===== config.mk =====
export PLATFORM = sky130hd
export DESIGN_NAME = muldiv_unit
export DESIGN_NICKNAME = d
export VERILOG_FILES = /design/src/rtl/muldiv_unit.sv
export SDC_FILE = /design/constraint.sdc
export NUM_CORES = 1
export LEC_CHECK = 0
export ABC_AREA = 1
export BUFFER_PORTS_ARGS = -buffer_cell sky130_fd_sc_hd__buf_2
export CORE_MARGIN = 3
export CORE_UTILIZATION = 28
export DETAILED_ROUTE_END_ITERATION = 16
export GPL_ROUTABILITY_DRIVEN = 0
export HOLD_SLACK_MARGIN = 0.08
export PLACE_DENSITY = 0.41
export SLEW_MARGIN = 0
export SYNTH_ARGS = -nofsm -noshare
export SYNTH_HDL_FRONTEND = slang
export SYNTH_SLANG_ARGS = --single-unit

===== constraint.sdc =====
create_clock -name clk -period 2.8 [get_ports clk]
set_input_delay 0.56 -clock clk [delete_from_list [all_inputs] [get_ports clk]]
set_output_delay 0.56 -clock clk [all_outputs]
set_load 0.02 [all_outputs]

===== src/rtl/muldiv_unit.sv =====
// Iterative MIPS multiply/divide unit with HI/LO registers: 32-cycle shift-add multiply,
// 32-cycle restoring divide, one fix-up cycle for signs, plus MTHI/MTLO writes.
module muldiv_unit #(
    parameter int DATA_W = 32,
    parameter int CNT_W  = 6
) (
    input  logic              clk,
    input  logic              rst,
    input  logic              start,
    input  logic [2:0]        op,
    input  logic [DATA_W-1:0] valA,
    input  logic [DATA_W-1:0] valB,
    input  logic              cancel,
    output logic              busy,
    output logic              done,
    output logic [DATA_W-1:0] hi,
    output logic [DATA_W-1:0] lo
);

    typedef enum logic [1:0] {
        S_IDLE = 2'd0,
        S_RUN  = 2'd1,
        S_FIX  = 2'd2
    } state_t;

    localparam logic [CNT_W-1:0] LAST_CNT = CNT_W'(DATA_W - 1);

    state_t                r_state;
    state_t                w_next;
    logic [CNT_W-1:0]      r_cnt;
    logic [DATA_W-1:0]     r_a;
    logic [DATA_W-1:0]     r_b;
    logic [DATA_W-1:0]     r_orig_a;
    logic [2*DATA_W-1:0]   r_acc;
    logic                  r_is_div;
    logic                  r_div0;
    logic                  r_neg_q;
    logic                  r_neg_r;
    logic [DATA_W-1:0]     r_hi;
    logic [DATA_W-1:0]     r_lo;
    logic                  r_done;

    logic                  w_idle_go;
    logic                  w_issue;
    logic                  w_mt;
    logic                  w_sgn;
    logic [DATA_W:0]       w_mul_sum;
    logic [DATA_W:0]       w_rem_sh;
    logic [DATA_W:0]       w_rem_sub;
    logic                  w_q_bit;
    logic [2*DATA_W-1:0]   w_prod;
    logic [DATA_W-1:0]     w_quot;
    logic [DATA_W-1:0]     w_rem;

    function automatic logic [DATA_W-1:0] f_abs(input logic [DATA_W-1:0] x, input logic sgn);
        f_abs = (sgn && x[DATA_W-1]) ? (~x + DATA_W'(1)) : x;
    endfunction

    assign w_idle_go = (r_state == S_IDLE) && start && !cancel;
    assign w_issue   = w_idle_go && (op[2] == 1'b0);
    assign w_mt      = w_idle_go && (op[2:1] == 2'b10);
    assign w_sgn     = ~op[0];

    // Multiply: add multiplicand into the upper half, then shift the 64-bit pair right.
    assign w_mul_sum = {1'b0, r_acc[2*DATA_W-1:DATA_W]} + {1'b0, (r_b[0] ? r_a : '0)};
    // Divide: shift next dividend bit into the partial remainder; no borrow means quotient bit 1.
    assign w_rem_sh  = {r_acc[2*DATA_W-1:DATA_W], r_a[DATA_W-1]};
    assign w_rem_sub = w_rem_sh - {1'b0, r_b};
    assign w_q_bit   = ~w_rem_sub[DATA_W];

    assign w_prod = r_neg_q ? (~r_acc + (2*DATA_W)'(1)) : r_acc;
    assign w_quot = r_neg_q ? (~r_acc[DATA_W-1:0] + DATA_W'(1)) : r_acc[DATA_W-1:0];
    assign w_rem  = r_neg_r ? (~r_acc[2*DATA_W-1:DATA_W] + DATA_W'(1))
                            : r_acc[2*DATA_W-1:DATA_W];

    // State register.
    always_ff @(posedge clk) begin
        if (rst) begin
            r_state <= S_IDLE;
        end else begin
            r_state <= w_next;
        end
    end

    // Next-state logic; cancel overrides both iteration and completion.
    always_comb begin
        w_next = r_state;
        case (r_state)
            S_IDLE: begin
                if (w_issue) w_next = S_RUN;
                else         w_next = S_IDLE;
            end
            S_RUN: begin
                if (cancel)                w_next = S_IDLE;
                else if (r_cnt == LAST_CNT) w_next = S_FIX;
                else                       w_next = S_RUN;
            end
            S_FIX:   w_next = S_IDLE;
            default: w_next = S_IDLE;
        endcase
    end

    // Outputs decoded from state.
    always_comb begin
        busy = 1'b0;
        case (r_state)
            S_RUN:   busy = 1'b1;
            S_FIX:   busy = 1'b1;
            default: busy = 1'b0;
        endcase
    end

    // Datapath, HI/LO and done pulse.
    always_ff @(posedge clk) begin
        if (rst) begin
            r_cnt    <= '0;
            r_a      <= '0;
            r_b      <= '0;
            r_orig_a <= '0;
            r_acc    <= '0;
            r_is_div <= 1'b0;
            r_div0   <= 1'b0;
            r_neg_q  <= 1'b0;
            r_neg_r  <= 1'b0;
            r_hi     <= '0;
            r_lo     <= '0;
            r_done   <= 1'b0;
        end else begin
            r_done <= 1'b0;
            case (r_state)
                S_IDLE: begin
                    if (w_issue) begin
                        r_a      <= f_abs(valA, w_sgn);
                        r_b      <= f_abs(valB, w_sgn);
                        r_orig_a <= valA;
                        r_neg_q  <= w_sgn & (valA[DATA_W-1] ^ valB[DATA_W-1]);
                        r_neg_r  <= w_sgn & valA[DATA_W-1];
                        r_is_div <= op[1];
                        r_div0   <= (valB == '0);
                        r_acc    <= '0;
                        r_cnt    <= '0;
                    end else if (w_mt) begin
                        if (op[0]) r_lo <= valA;
                        else       r_hi <= valA;
                    end
                end
                S_RUN: begin
                    if (!cancel) begin
                        r_cnt <= r_cnt + CNT_W'(1);
                        if (r_is_div) begin
                            r_a   <= {r_a[DATA_W-2:0], 1'b0};
                            r_acc <= {(w_q_bit ? w_rem_sub[DATA_W-1:0] : w_rem_sh[DATA_W-1:0]),
                                      r_acc[DATA_W-2:0], w_q_bit};
                        end else begin
                            r_b   <= {1'b0, r_b[DATA_W-1:1]};
                            r_acc <= {w_mul_sum, r_acc[DATA_W-1:1]};
                        end
                    end
                end
                S_FIX: begin
                    if (!cancel) begin
                        r_done <= 1'b1;
                        if (r_is_div && r_div0) begin
                            r_lo <= '1;
                            r_hi <= r_orig_a;
                        end else if (r_is_div) begin
                            r_lo <= w_quot;
                            r_hi <= w_rem;
                        end else begin
                            r_hi <= w_prod[2*DATA_W-1:DATA_W];
                            r_lo <= w_prod[DATA_W-1:0];
                        end
                    end
                end
                default: ;
            endcase
        end
    end

    assign done = r_done;
    assign hi   = r_hi;
    assign lo   = r_lo;

endmodule

======== Word-level counts from Yosys, hierarchy flattened ========
Cells that the tools add are included.
word-level totals
  bits in registers ....................... 237
  input bits .............................. 71
  output and inout port bits .............. 66
cells by class
  add/sub/neg operators ................... 8
  eq/ne operators ......................... 13
  muxes and demuxes ....................... 42
  bitwise logic cells ..................... 12
  reductions and logical operators ........ 20
operators by type and width
  operator                                       count
  two-way mux 32 bit                             24
  two-way mux 64 bit                             4
  one-hot mux 32 bit (2 select lines)            4
  adder 32 x 1 -> 32 bit, second input constant  4
  inverter 32 bit                                4
  one-hot mux 64 bit (2 select lines)            1
  adder 64 x 1 -> 64 bit, second input constant  1
  inverter 64 bit                                1
  adder 32 x 32 -> 33 bit                        1
  subtractor 33 x 32 -> 33 bit                   1
  logical NOT 32 bit                             1
  != test 2 bit, second input constant           9
  two-way mux 6 bit                              2
  one-hot mux 6 bit (2 select lines)             1
  AND reduction 5 bit                            2
  AND reduction 4 bit                            2
  logical AND 1 bit                              7
  adder 6 x 1 -> 6 bit, second input constant    1
  == test 6 x 5 -> 1 bit, second input constant  1
  == test 2 bit, second input constant           2
  two-way mux 2 bit                              2
  inverter 1 bit                                 4
  one-hot mux 2 bit (2 select lines)             1
  nonzero test 2 bit                             2
  other kinds (9)                                13

======== Depth between registers and ports, before layout ========
Gate-level depths: netlist of run 1.
  depth after elaboration ................. 7
  mapped depth ............................ 21
  gate-level depth less buffers ........... 20

======== Least setup slack after synthesis of run 1 ========
Ideal clock, no wire load.
  kind .................................... reg2reg
  start point ............................. reg r_b[0]
  end point ............................... reg r_acc[59]
  library setup time ...................... 0.138 ns
  arrival ................................. 2.392 ns
  setup slack ............................. 0.271 ns
  stages on the path, launching flop included .. 21
  path buffers ............................ 1
  path through ............................ dfxtp_1 clkbuf_1 nand2_1 inv_1 ha_1 inv_1 fa_1 inv_1 nand3_1 nand3_1 nand2_1 nand2_1 nand2_1 nand2_1 nand2_1 nand3_1 nand2_1 nor2_1 nor2_1 nand2_1 a21oi_2
on the way
  word-level cells in the longest chain between the ends .. 5
RTL lines
  item                                                                line     source
  start: declaration                                                  32       logic [DATA_W-1:0] r_b;
  start signal: assignment                                            134      r_b <= f_abs(valB, w_sgn);
  start signal: assignment                                            155      r_b <= {1'b0, r_b[DATA_W-1:1]};
  subtractor 33 x 32 -> 33 bit or two-way mux 32 bit (tied branches)  68, 65
  two-way mux 32 bit or adder 32 x 32 -> 33 bit (tied branches)       152, 65
  two-way mux 64 bit (*)                                              150      if (r_is_div) begin
  two-way mux 64 bit (*)                                              148      if (!cancel) begin
  one-hot mux 64 bit (2 select lines) (*)                             130      case (r_state)
  end signal: assignment                                              152      r_acc <= {(w_q_bit ? w_rem_sub[DATA_W-1:0] : w_rem_sh[DATA_W-1:0]),
  end signal: assignment                                              156      r_acc <= {w_mul_sum, r_acc[DATA_W-1:1]};
  end: declaration                                                    34       logic [2*DATA_W-1:0] r_acc;
Mark *: on every way between the ends. The rest lies on a longest branch, timed or not. The select of a mux whose other input is x is not followed.
A chain may end at the register's enable or synchronous reset.

======== Worst setup path in the final report of run 1 ========
  start point ............................. reg r_b[8]
  end point ............................... reg r_acc[58]
on the way
  word-level cells in the longest chain between the ends .. 5
RTL lines
  item                                 line  source
  subtractor 33 x 32 -> 33 bit         68    assign w_rem_sub = w_rem_sh - {1'b0, r_b};
  two-way mux 32 bit                   152
  two-way mux 64 bit                   150
  two-way mux 64 bit                   148
  one-hot mux 64 bit (2 select lines)  130
No other way between the ends. The select of a mux whose other input is x is not followed.

==> results of run 1 <==
==> registers in the layout (all words and copies together) (netlist names), 2 cells and up <==
| signal | cells |
|---|---|
| hi | 32 |
| r_cnt | 6 |
| r_acc | 64 |
| r_state | 2 |
| lo | 32 |
| r_orig_a | 32 |
| r_a | 32 |
| r_b | 32 |
==> worst max path at each step <==
| stage | from | to | slack (ns) | cells past startpoint |
|---|---|---|---|---|
| CTS | r_b[0]$_SDFFE_PP0P_ | r_acc[44]$_SDFFE_PP0P_ | 0.10 | 18 |
| global route | r_b[0]$_SDFFE_PP0P_ | r_acc[35]$_SDFFE_PP0P_ | 0.01 | 19 |
| finish | r_b[8]$_SDFFE_PP0P_ | r_acc[58]$_SDFFE_PP0P_ | 0.20 | 14 |
| detailed placement | r_b[0]$_SDFFE_PP0P_ | r_acc[50]$_SDFFE_PP0P_ | 0.12 | 18 |
| floorplan | r_b[0]$_SDFFE_PP0P_ | r_acc[59]$_SDFFE_PP0P_ | 0.27 | 20 |
| global placement | r_b[0]$_SDFFE_PP0P_ | r_acc[51]$_SDFFE_PP0P_ | 0.18 | 18 |
==> critical path, cell delays in order (launching register included) <==
cell     delay (ns)
dfxtp_1        0.37
inv_1          0.13
ha_1           0.40
nand2_1        0.20
inv_1          0.08
a21oi_1        0.28
nand3_1        0.28
nand3_1        0.21
nand3_1        0.10
nand2_1        0.10
nand2_1        0.06
nand2_1        0.07
nand2_1        0.05
nand2_1        0.07
a21oi_1        0.05
==> area by class of cell <==
cell class	count	area, um2
sequential	237	4750
inverter	491	1844
clock buffer	45	908.4
clock inverter	13	190.2
timing repair buffer	292	1988
fill	8231	47570
multi-input combinational	2681	13290
tap	950	1189
==> cell usage after synthesis (all sizes together) <==
cell type,n
ha,73
and2,8
nor3,46
a211oi,38
a22oi,1
o211ai,22
o31ai,5
a221oi,31
clkinv,2
buf,40
o21ai,276
a21o,6
nand4,39
and3,4
a21oi,325
xnor2,14
or2,4
nand3b,6
a31oi,7
clkbuf,106
nor4,5
o21bai,10
fa,2
nand2,996
nor2,472
inv,489
a21boi,1
o2111ai,1
nand3,231
o221ai,16
xor2,39
o21a,1
dfxtp,237
==> power by group through the flow <==
stage               sequential [mW]  clock, mW  combinational [mW]
floorplan                      3.67          0                1.64
global placement               3.70          0                2.62
detailed placement             3.70          0                2.60
CTS                            3.62       4.42                2.61
global route                   3.64       4.55                2.99
finish                         3.63       4.33                2.71
==> per-stage QoR <==
stage / total power, mW / cell area (um2) / hold slack, ns / cells / util, %
3_5_place_dp: 6.298 / 22870 / 0.4558 / 4647 / 31.88
4_1_cts: 10.66 / 23970 / 0.1855 / 4705 / 33.41
3_3_place_gp: 6.323 / 22870 / 0.4546 / 4647 / 31.88
5_1_grt: 11.18 / 24160 / 0.1972 / 4709 / 33.68
6_report: 10.68 / 24160 / 0.2103 / 4709 / 33.68
2_1_floorplan: 5.309 / 20330 / 0.4390 / 3553 / -
==> per-layer routing <==
| metal | up-vias | track usage (%) | wire length (um) | share of wire (%) |
|---|---|---|---|---|
| li1 | 11890 | - | - | - |
| met1 | 11070 | 37.57 | 48200 | 49 |
| met2 | 755 | 35.78 | 39490 | 40 |
| met3 | 108 | 5.572 | 8007 | 8.2 |
| met4 | 0 | 5.517 | 2314 | 2.4 |
| met5 | - | 0 | 0 | 0 |
==> placed cells by master (no fill, tap or decap), types with 10 or more instances in the layout <==
| cell type | count |
|---|---|
| a211oi_1 | 38 |
| a21oi_1 | 292 |
| a21oi_2 | 31 |
| a221oi_1 | 31 |
| buf_2 | 135 |
| buf_4 | 146 |
| clkbuf_16 | 32 |
| dfxtp_1 | 233 |
| ha_1 | 65 |
| inv_1 | 482 |
| nand2_1 | 972 |
| nand2_2 | 16 |
| nand3_1 | 225 |
| nand4_1 | 39 |
| nor2_1 | 457 |
| nor2_2 | 12 |
| nor3_1 | 41 |
| o211ai_1 | 22 |
| o21ai_0 | 251 |
| o21ai_1 | 24 |
| o21bai_1 | 10 |
| o221ai_1 | 16 |
| xnor2_1 | 14 |
| xor2_1 | 39 |
==> cells by family after synthesis <==
| group | count (synthesis) |
|---|---|
| AND/OR/NAND/NOR | 1811 |
| AO/OA/AOI/OAI | 740 |
| buffers and inverters | 637 |
| flip-flops | 237 |
| adder cells (fa/ha/maj) | 75 |
| XOR/XNOR | 53 |
==> timing repair <==
item / CTS / global route
gates resized for setup: 0 / 31
setup endpoints to repair: 0 / 32
buffers inserted: 0 / 1
==> flow_metrics.py, run 1 <==
metrics = {
    "synthesis": {
        "synth_top_family_by_area": "simple AND/OR/NAND/NOR gates",
        "syn_inst": 3553,
        "syn_nets": 3699,
        "ys_types": 47,
        "ys_seq_area_share_pct": 23.34,
        "syn-cell-area_um2": 20330,
        "synth-xor-area-share_pct": 2.283,
        "synth_seq_cells": 237,
        "yosys.area.top_type": "dfxtp_1",
        "syn_avg_cell_area_um2": 5.722,
        "synthAdderAreaFrac_pct": 4.690,
        "synth.area.top_cells": "dfxtp_1, nand2_1, inv_1",
        "synth_top_area_share_pct": 23.34,
        "synth.area.mux_share_pct": 0,
        "synthSimpleGateAreaFrac_pct": 36.74,
        "synth_compound_area_share_pct": 20.81,
        "yosysWarningCount": 0,
    },
    "routing": {
        "drtAntennaViolNets": 0,
        "drt_iter0_drc": 2031,
        "wl_um": 98010,
        "post_drt_wl_per_cell_um": 20.81,
        "first_pass_iters": 8,
        "drc": 0,
        "vias_per_cell": 5.057,
        "vias": 23810,
    },
    "clocking": {
        "cts_root_buf": "clkbuf_16",
        "clk_pin_slew_worst_paths_ns": 0.06,
        "cts_tree": "done",
        "hold_buffers": 0,
        "clockBufferDepth": 3,
        "clk_latency_ns": 0.62,
        "numCtsBuffers": 31,
        "cts_sinks": 237,
        "htreeDepth": 1,
    },
    "critical_path": {
        "r2r-end": "r_acc[58]$_SDFFE_PP0P_",
        "end_kind": "register",
        "r2r_cells": 14,
        "critPathLaunchType": "register",
        "crit_type": "reg -> reg",
        "arrival_ns": 3.03,
        "path_max_fanout": 4,
        "timing.rr.start": "r_b[8]$_SDFFE_PP0P_",
        "critPathRequiredTime_ns": 3.22,
        "r2r_slack_ns": 0.20,
    },
    "power_and_ir_drop": {
        "clkPwrFrac_pct": 40.6,
        "power.leakage_nw": 12.19,
        "pwr-share-comb_pct": 25.4,
        "powerDensity_nw_per_um2": 441.9,
        "switchingPower_mw": 3.715,
        "p_int_mw": 6.961,
        "power_frac_seq_pct": 34.0,
        "switching_share_pct": 34.80,
        "ir_worst_vdd_mv": 0.3502,
    },
    "sta": {
        "setup_tns_ns": 0,
        "fmax_ghz": 0.3845,
        "final_hold_viol_count": 0,
        "relSlewSlack_pct": 40.49,
        "maxSlewViolCount": 0,
        "worstMarginPinSlew_ns": 0.8926,
        "period_share_pct": 92.88,
        "fin_crit_ns": 2.601,
        "finalWorstSetupSlack_ns": 0.1995,
        "finClkSkew_ns": 0.04691,
        "setup_viol": 0,
        "rsz0062_at_grt": "false",
    },
    "place": {
        "portBuffers": 136,
        "dp_hpwl_um": 78590,
        "dpl_worst_slack_ns": 0.1160,
    },
    "floorplan": {
        "rows": 98,
        "start_util_pct": 28.34,
        "fp.dieH_um": 275.5,
        "core_um2": 71730,
        "dieArea_um2": 75880,
        "die_w_um": 275.5,
        "boundaryPins": 137,
    },
    "outcome": {
        "status": "finished clean",
    },
    "layout": {
        "nets": 3880,
        "diodes": 0,
        "syn2layout_area_growth_pct": 18.84,
        "layout-drive-gt1-share_pct": 12.10,
    },
    "global_route": {
        "grt_pass1_vias": 22080,
        "track_usage_pct": 24.98,
        "grt_start_max_net_pins": 121,
        "grt_first_pass_wirelength_um": 143100,
        "grt_antenna_before_repair": 0,
        "grt_overflow_total": 0,
    },
    "min_path": {
        "hp-start": "op[1]",
        "hold_depth": 3,
        "whs_endpoint": "r_is_div$_SDFFE_PP0P_",
        "hp-class": "in -> reg",
    },
    "flow_run": {
        "drv_cap": 0,
    },
}
(Power assumes the default switching activity.)
==> inputs of run 2 (changes only) <==
--- a/config.mk
+++ b/config.mk
@@ -7,7 +7,6 @@
 export LEC_CHECK = 0
 export ABC_AREA = 1
 export BUFFER_PORTS_ARGS = -buffer_cell sky130_fd_sc_hd__buf_2
-export CORE_MARGIN = 3
 export CORE_UTILIZATION = 28
 export DETAILED_ROUTE_END_ITERATION = 16
 export GPL_ROUTABILITY_DRIVEN = 0
==> run 2 against run 1 <==
Compared with the run above: final cell count shrank 0.51%; clock skew shrank 0.023 ns; clock power down 5.3%.
==> flow_metrics.py, run 2 (synthesis results as in run 1) <==
metrics = {
    "routing": {
        "drc": 0,
        "wl_um": 96570,
        "drtAntennaViolNets": 0,
        "vias_per_cell": 5.034,
        "post_drt_wl_per_cell_um": 20.61,
        "vias": 23580,
        "drt_iter0_drc": 2043,
        "first_pass_iters": 6,
    },
    "global_route": {
        "grt_pass1_vias": 21530,
        "grt_overflow_total": 0,
        "grt_first_pass_wirelength_um": 141600,
        "grt_start_max_net_pins": 121,
        "grt_antenna_before_repair": 0,
        "track_usage_pct": 25.34,
    },
    "clocking": {
        "cts_tree": "done",
        "clk_pin_slew_worst_paths_ns": 0.06,
        "numCtsBuffers": 31,
        "cts_root_buf": "clkbuf_16",
        "cts_setup_buffers": 0,
        "clockBufferDepth": 3,
        "clk_latency_ns": 0.61,
        "cts_sinks": 237,
        "htreeDepth": 1,
    },
    "layout": {
        "largest_register_ffs": 64,
        "final_common_cell": "nand2_1",
        "nets": 3860,
        "syn2layout_area_growth_pct": 17.55,
        "most-common-layout-cells": "nand2_1, inv_1, nor2_1",
        "final_cell_area_um2": 23900,
        "fin_util_pct": 33.37,
        "layout-drive-gt1-share_pct": 11.49,
        "regMostFlops": "r_acc",
    },
    "floorplan": {
        "start_util_pct": 28.39,
        "fp.dieH_um": 271.5,
        "core_um2": 71610,
        "dieArea_um2": 73690,
        "boundaryPins": 137,
        "rows": 98,
        "die_w_um": 271.5,
    },
    "sta": {
        "period_share_pct": 95.51,
        "worstMarginPinSlew_ns": 0.7535,
        "setup_viol": 0,
        "finClkSkew_ns": 0.02358,
        "finalWorstSetupSlack_ns": 0.1256,
        "relSlewSlack_pct": 49.77,
        "fin_crit_ns": 2.674,
        "final_hold_viol_count": 0,
        "fmax_ghz": 0.3739,
        "rsz0062_at_grt": "true",
        "maxSlewViolCount": 0,
        "setup_tns_ns": 0,
        "hold_ws_ns": 0.2637,
    },
    "min_path": {
        "hp-start": "op[1]",
        "hp-class": "in -> reg",
    },
    "flow_run": {
        "drv_cap": 0,
    },
    "critical_path": {
        "cpMostUsedCell": "nand2_1",
        "path_max_fanout": 17,
        "path_buf_inv": 3,
        "slowest_stage": "dfxtp_4",
        "crit_chain": "buf_12 -> nand2_1 -> inv_1 -> ha_1 -> nand2_1 -> nor2_2 -> nand3_1 -> nand2_1 -> nand2_1 -> nand2_1 -> nand2_1 -> a21oi_1 -> nor2_1 -> buf_4 -> nor2_1 -> nand2_1 -> a21oi_1",
        "crit_family": "simple AND/OR/NAND/NOR gates",
        "arrival_ns": 3.19,
        "critPathLaunchType": "register",
        "crit_type": "reg -> reg",
        "end_kind": "register",
        "timing.rr.start": "r_b[0]$_SDFFE_PP0P_",
        "critPathLaunch": "r_b[0]$_SDFFE_PP0P_",
        "critPathRequiredTime_ns": 3.32,
        "max_stage_delay_ns": 0.37,
    },
    "place": {
        "dp_hpwl_um": 76710,
        "dpl_worst_slack_ns": 0.06173,
        "portBuffers": 136,
        "placed_cell_area_um2": 22740,
    },
    "power_and_ir_drop": {
        "powerDensity_nw_per_um2": 433.8,
        "power.leakage_nw": 12.05,
        "ir_worst_vdd_mv": 0.4064,
    },
    "outcome": {
        "status": "finished clean",
    },
}
[run 2: worst min-delay path, stage by stage]
cell and delay [ns]:
buf_2 0.07, inv_1 0.07, a21oi_1 0.13
[run 2: final timing paths]
| path | slack [ns] | cells past startpoint | endpoint |
|---|---|---|---|
| worst min register to register | 0.47 | 2 | r_b[30]$_SDFFE_PP0P_ |
| worst min-delay path | 0.26 | 3 | r_is_div$_SDFFE_PP0P_ |
| worst max register to register | 0.13 | 17 | r_acc[58]$_SDFFE_PP0P_ |
| worst max-delay path | 0.13 | 17 | r_acc[58]$_SDFFE_PP0P_ |
[run 2: cell type report]
class	instances	area, um2
Fill cell	8242	47710
Multi-Input combinational cell	2679	13220
Sequential cell	237	4751
Timing Repair Buffer	274	1879
Inverter	491	1844
Tap cell	950	1189
Clock buffer	44	894.6
Clock inverter	9	120.1
Antenna cell	1	2.502
[run 2: metrics by stage]
step,total power [mW],instances
finish,10.37,4685
global route,10.85,4684
CTS,10.38,4682
detailed placement,6.245,4629
global placement,6.275,4629
floorplan,5.309,3553
[run 2: what timing repair did]
item / in CTS / in global routing
gates resized for setup: 0 / 25
hold buffers: 0 / 0
setup endpoints to repair: 0 / 34
[run 2: power by group]
| part | internal (mW) | switching, mW | leakage [nW] | total, mW |
|---|---|---|---|---|
| logic | 0.801 | 1.83 | 9.63 | 2.63 |
| registers | 3.50 | 0.129 | 1.93 | 3.63 |
| clock network | 2.39 | 1.71 | 0.498 | 4.10 |
[run 2: routing by layer]
layer	wire, um	vias to the layer above	track usage, %
li1	-	11840	-
met1	48890	10900	39.14
met2	39390	760	36.60
met3	6481	85	3.671
met4	1807	0	4.834
met5	0	-	0
==> inputs of run 3 (changes only) <==
--- a/config.mk
+++ b/config.mk
@@ -7,11 +7,11 @@
 export LEC_CHECK = 0
 export ABC_AREA = 1
 export BUFFER_PORTS_ARGS = -buffer_cell sky130_fd_sc_hd__buf_2
-export CORE_UTILIZATION = 28
+export CORE_UTILIZATION = 50
 export DETAILED_ROUTE_END_ITERATION = 16
 export GPL_ROUTABILITY_DRIVEN = 0
 export HOLD_SLACK_MARGIN = 0.08
-export PLACE_DENSITY = 0.41
+export PLACE_DENSITY = 0.66
 export SLEW_MARGIN = 0
 export SYNTH_ARGS = -nofsm -noshare
 export SYNTH_HDL_FRONTEND = slang
==> run 3 against run 2 <==
Compared with the run above: core utilization increased by 24 points; largest power group unchanged; cell area shrank 4.4%; die area down 44%; largest cell class unchanged; critical path type unchanged; sequential power about the same; global-route usage increased by 13 points; hold slack worse by 0.0025 ns; critical endpoint is now r_acc[55]$_SDFFE_PP0P_.
==> flow_metrics.py, run 3 (synthesis results as in run 1) <==
metrics = {
    "clocking": {
        "clk_latency_ns": 0.60,
        "hold_buffers": 0,
        "htreeDepth": 1,
        "clk_pin_slew_worst_paths_ns": 0.06,
        "cts_sinks": 237,
        "numCtsBuffers": 28,
        "clockBufferDepth": 3,
        "cts_root_buf": "clkbuf_16",
        "cts_tree": "done",
    },
    "sta": {
        "fin_crit_ns": 2.647,
        "rsz0062_at_grt": "true",
        "maxSlewViolCount": 0,
        "fmax_ghz": 0.3777,
        "finalWorstSetupSlack_ns": 0.1527,
        "relSlewSlack_pct": 41.17,
        "worstMarginPinSlew_ns": 0.8733,
        "finClkSkew_ns": 0.03688,
        "final_hold_viol_count": 0,
        "setup_viol": 0,
        "period_share_pct": 94.55,
    },
    "critical_path": {
        "endpoint": "r_acc[55]$_SDFFE_PP0P_",
        "crit_chain": "inv_1 -> ha_1 -> fa_1 -> inv_1 -> nand3_2 -> nand2_2 -> nand2_2 -> nand2_4 -> nand2_2 -> nand2_2 -> nand2_4 -> nand2_4 -> nand2_2 -> nand2_4 -> nand2_1 -> nand3_1 -> nand2_1 -> a21oi_2",
        "r2r_slack_ns": 0.15,
        "timing.rr.start": "r_a[31]$_SDFFE_PP0P_",
        "critPathRequiredTime_ns": 3.30,
        "r2r-end": "r_acc[55]$_SDFFE_PP0P_",
        "critPathLaunchType": "register",
        "path_max_fanout": 15,
        "arrival_ns": 3.15,
        "critPathLaunch": "r_a[31]$_SDFFE_PP0P_",
        "crit_type": "reg -> reg",
        "max_stage_delay_ns": 0.42,
        "crit_family": "simple AND/OR/NAND/NOR gates",
        "cp.depth": 18,
        "cpMostUsedCell": "nand2_2",
        "path_buf_inv": 2,
        "r2r_cells": 18,
        "slowest_stage": "fa_1",
        "end_kind": "register",
    },
    "power_and_ir_drop": {
        "switchingPower_mw": 3.469,
        "powerDensity_nw_per_um2": 434.5,
        "power_frac_seq_pct": 36.6,
        "p_int_mw": 6.461,
        "ir_worst_vdd_mv": 0.5143,
        "pwr-share-comb_pct": 25.8,
        "switching_share_pct": 34.94,
        "clkPwrFrac_pct": 37.6,
        "power.leakage_nw": 11.80,
    },
    "layout": {
        "final_common_cell": "nand2_1",
        "fin_util_pct": 57.26,
        "multi_input_area_um2": 13190,
        "most-common-layout-cells": "nand2_1, inv_1, nor2_1",
        "diodes": 0,
        "regMostFlops": "r_acc",
        "largest_register_ffs": 64,
        "final_cell_area_um2": 22850,
        "regArea_um2": 4748,
        "fill_cells": 4067,
        "layout-drive-gt1-share_pct": 10.01,
        "nets": 3817,
        "syn2layout_area_growth_pct": 12.41,
    },
    "routing": {
        "vias": 24550,
        "drt_iter0_drc": 3305,
        "drc": 0,
        "first_pass_iters": 9,
        "wl_um": 81760,
        "drtAntennaViolNets": 0,
        "vias_per_cell": 5.828,
        "post_drt_wl_per_cell_um": 19.41,
    },
    "place": {
        "dpl_worst_slack_ns": 0.1692,
        "portBuffers": 136,
        "placed_cell_area_um2": 21830,
        "dp_hpwl_um": 63430,
    },
    "floorplan": {
        "fp.dieH_um": 203.6,
        "boundaryPins": 137,
        "core_um2": 39910,
        "die_w_um": 203.6,
        "start_util_pct": 50.94,
        "rows": 73,
        "dieArea_um2": 41470,
    },
    "global_route": {
        "grt_overflow_total": 0,
        "grt_antenna_before_repair": 2,
        "grt_first_pass_wirelength_um": 124200,
        "track_usage_pct": 38.36,
        "grt_start_max_net_pins": 121,
        "grt_pass1_vias": 21490,
    },
    "outcome": {
        "status": "finished clean",
    },
    "min_path": {
        "hp-class": "in -> reg",
        "hp-start": "cancel",
    },
    "flow_run": {
        "drv_cap": 0,
    },
}
-- run 3: worst min path at each step --
stage	slack [ns]	endpoint	cells past startpoint
4_1_cts	0.23	r_state[1]$_SDFF_PP0_	2
2_1_floorplan	0.44	r_a[2]$_SDFFE_PP0P_	2
3_3_place_gp	0.45	r_b[25]$_SDFFE_PP0P_	2
6_report	0.26	r_state[1]$_SDFF_PP0_	2
5_1_grt	0.28	done$_SDFF_PP0_	2
3_5_place_dp	0.46	r_b[16]$_SDFFE_PP0P_	2
-- run 3: area by class of cell --
type,instances,share of cell area [%]
multi-input cells,2680,57.69
flip-flops and latches,237,20.78
inverters,491,8.065
repair buffers,233,6.559
clock buffers,40,3.526
well taps,525,2.874
clock inverters,6,0.5037
-- run 3: power groups by stage --
stage | Clock (mW) | Sequential (mW) | Combinational [mW]
2_1_floorplan | 0 | 3.67 | 1.64
3_3_place_gp | 0 | 3.69 | 2.40
3_5_place_dp | 0 | 3.70 | 2.41
4_1_cts | 3.74 | 3.63 | 2.42
5_1_grt | 3.85 | 3.65 | 2.78
6_report | 3.73 | 3.63 | 2.57
-- run 3: layer usage --
metal	routed length, um	GRT usage (%)
met5	27	0
met4	2929	11.98
met3	11250	11.68
met2	32110	52.90
met1	35440	55.92
-- run 3: repair_timing --
| action | in CTS | in global routing |
|---|---|---|
| gates resized for setup | 0 | 11 |
| endpoints found under the setup margin | 0 | 29 |
| setup buffers | 0 | 6 |
-- run 3: through the flow --
| stage | instances | hold WS, ns | TNS, ns | power [mW] |
|---|---|---|---|---|
| detailed placement | 4159 | 0.4568 | 0 | 6.107 |
| finish | 4212 | 0.2612 | 0 | 9.930 |
| CTS | 4205 | 0.2333 | 0 | 9.789 |
| global route | 4212 | 0.2752 | -0.09628 | 10.28 |
| global placement | 4159 | 0.4505 | 0 | 6.091 |
| floorplan | 3553 | 0.4390 | 0 | 5.309 |
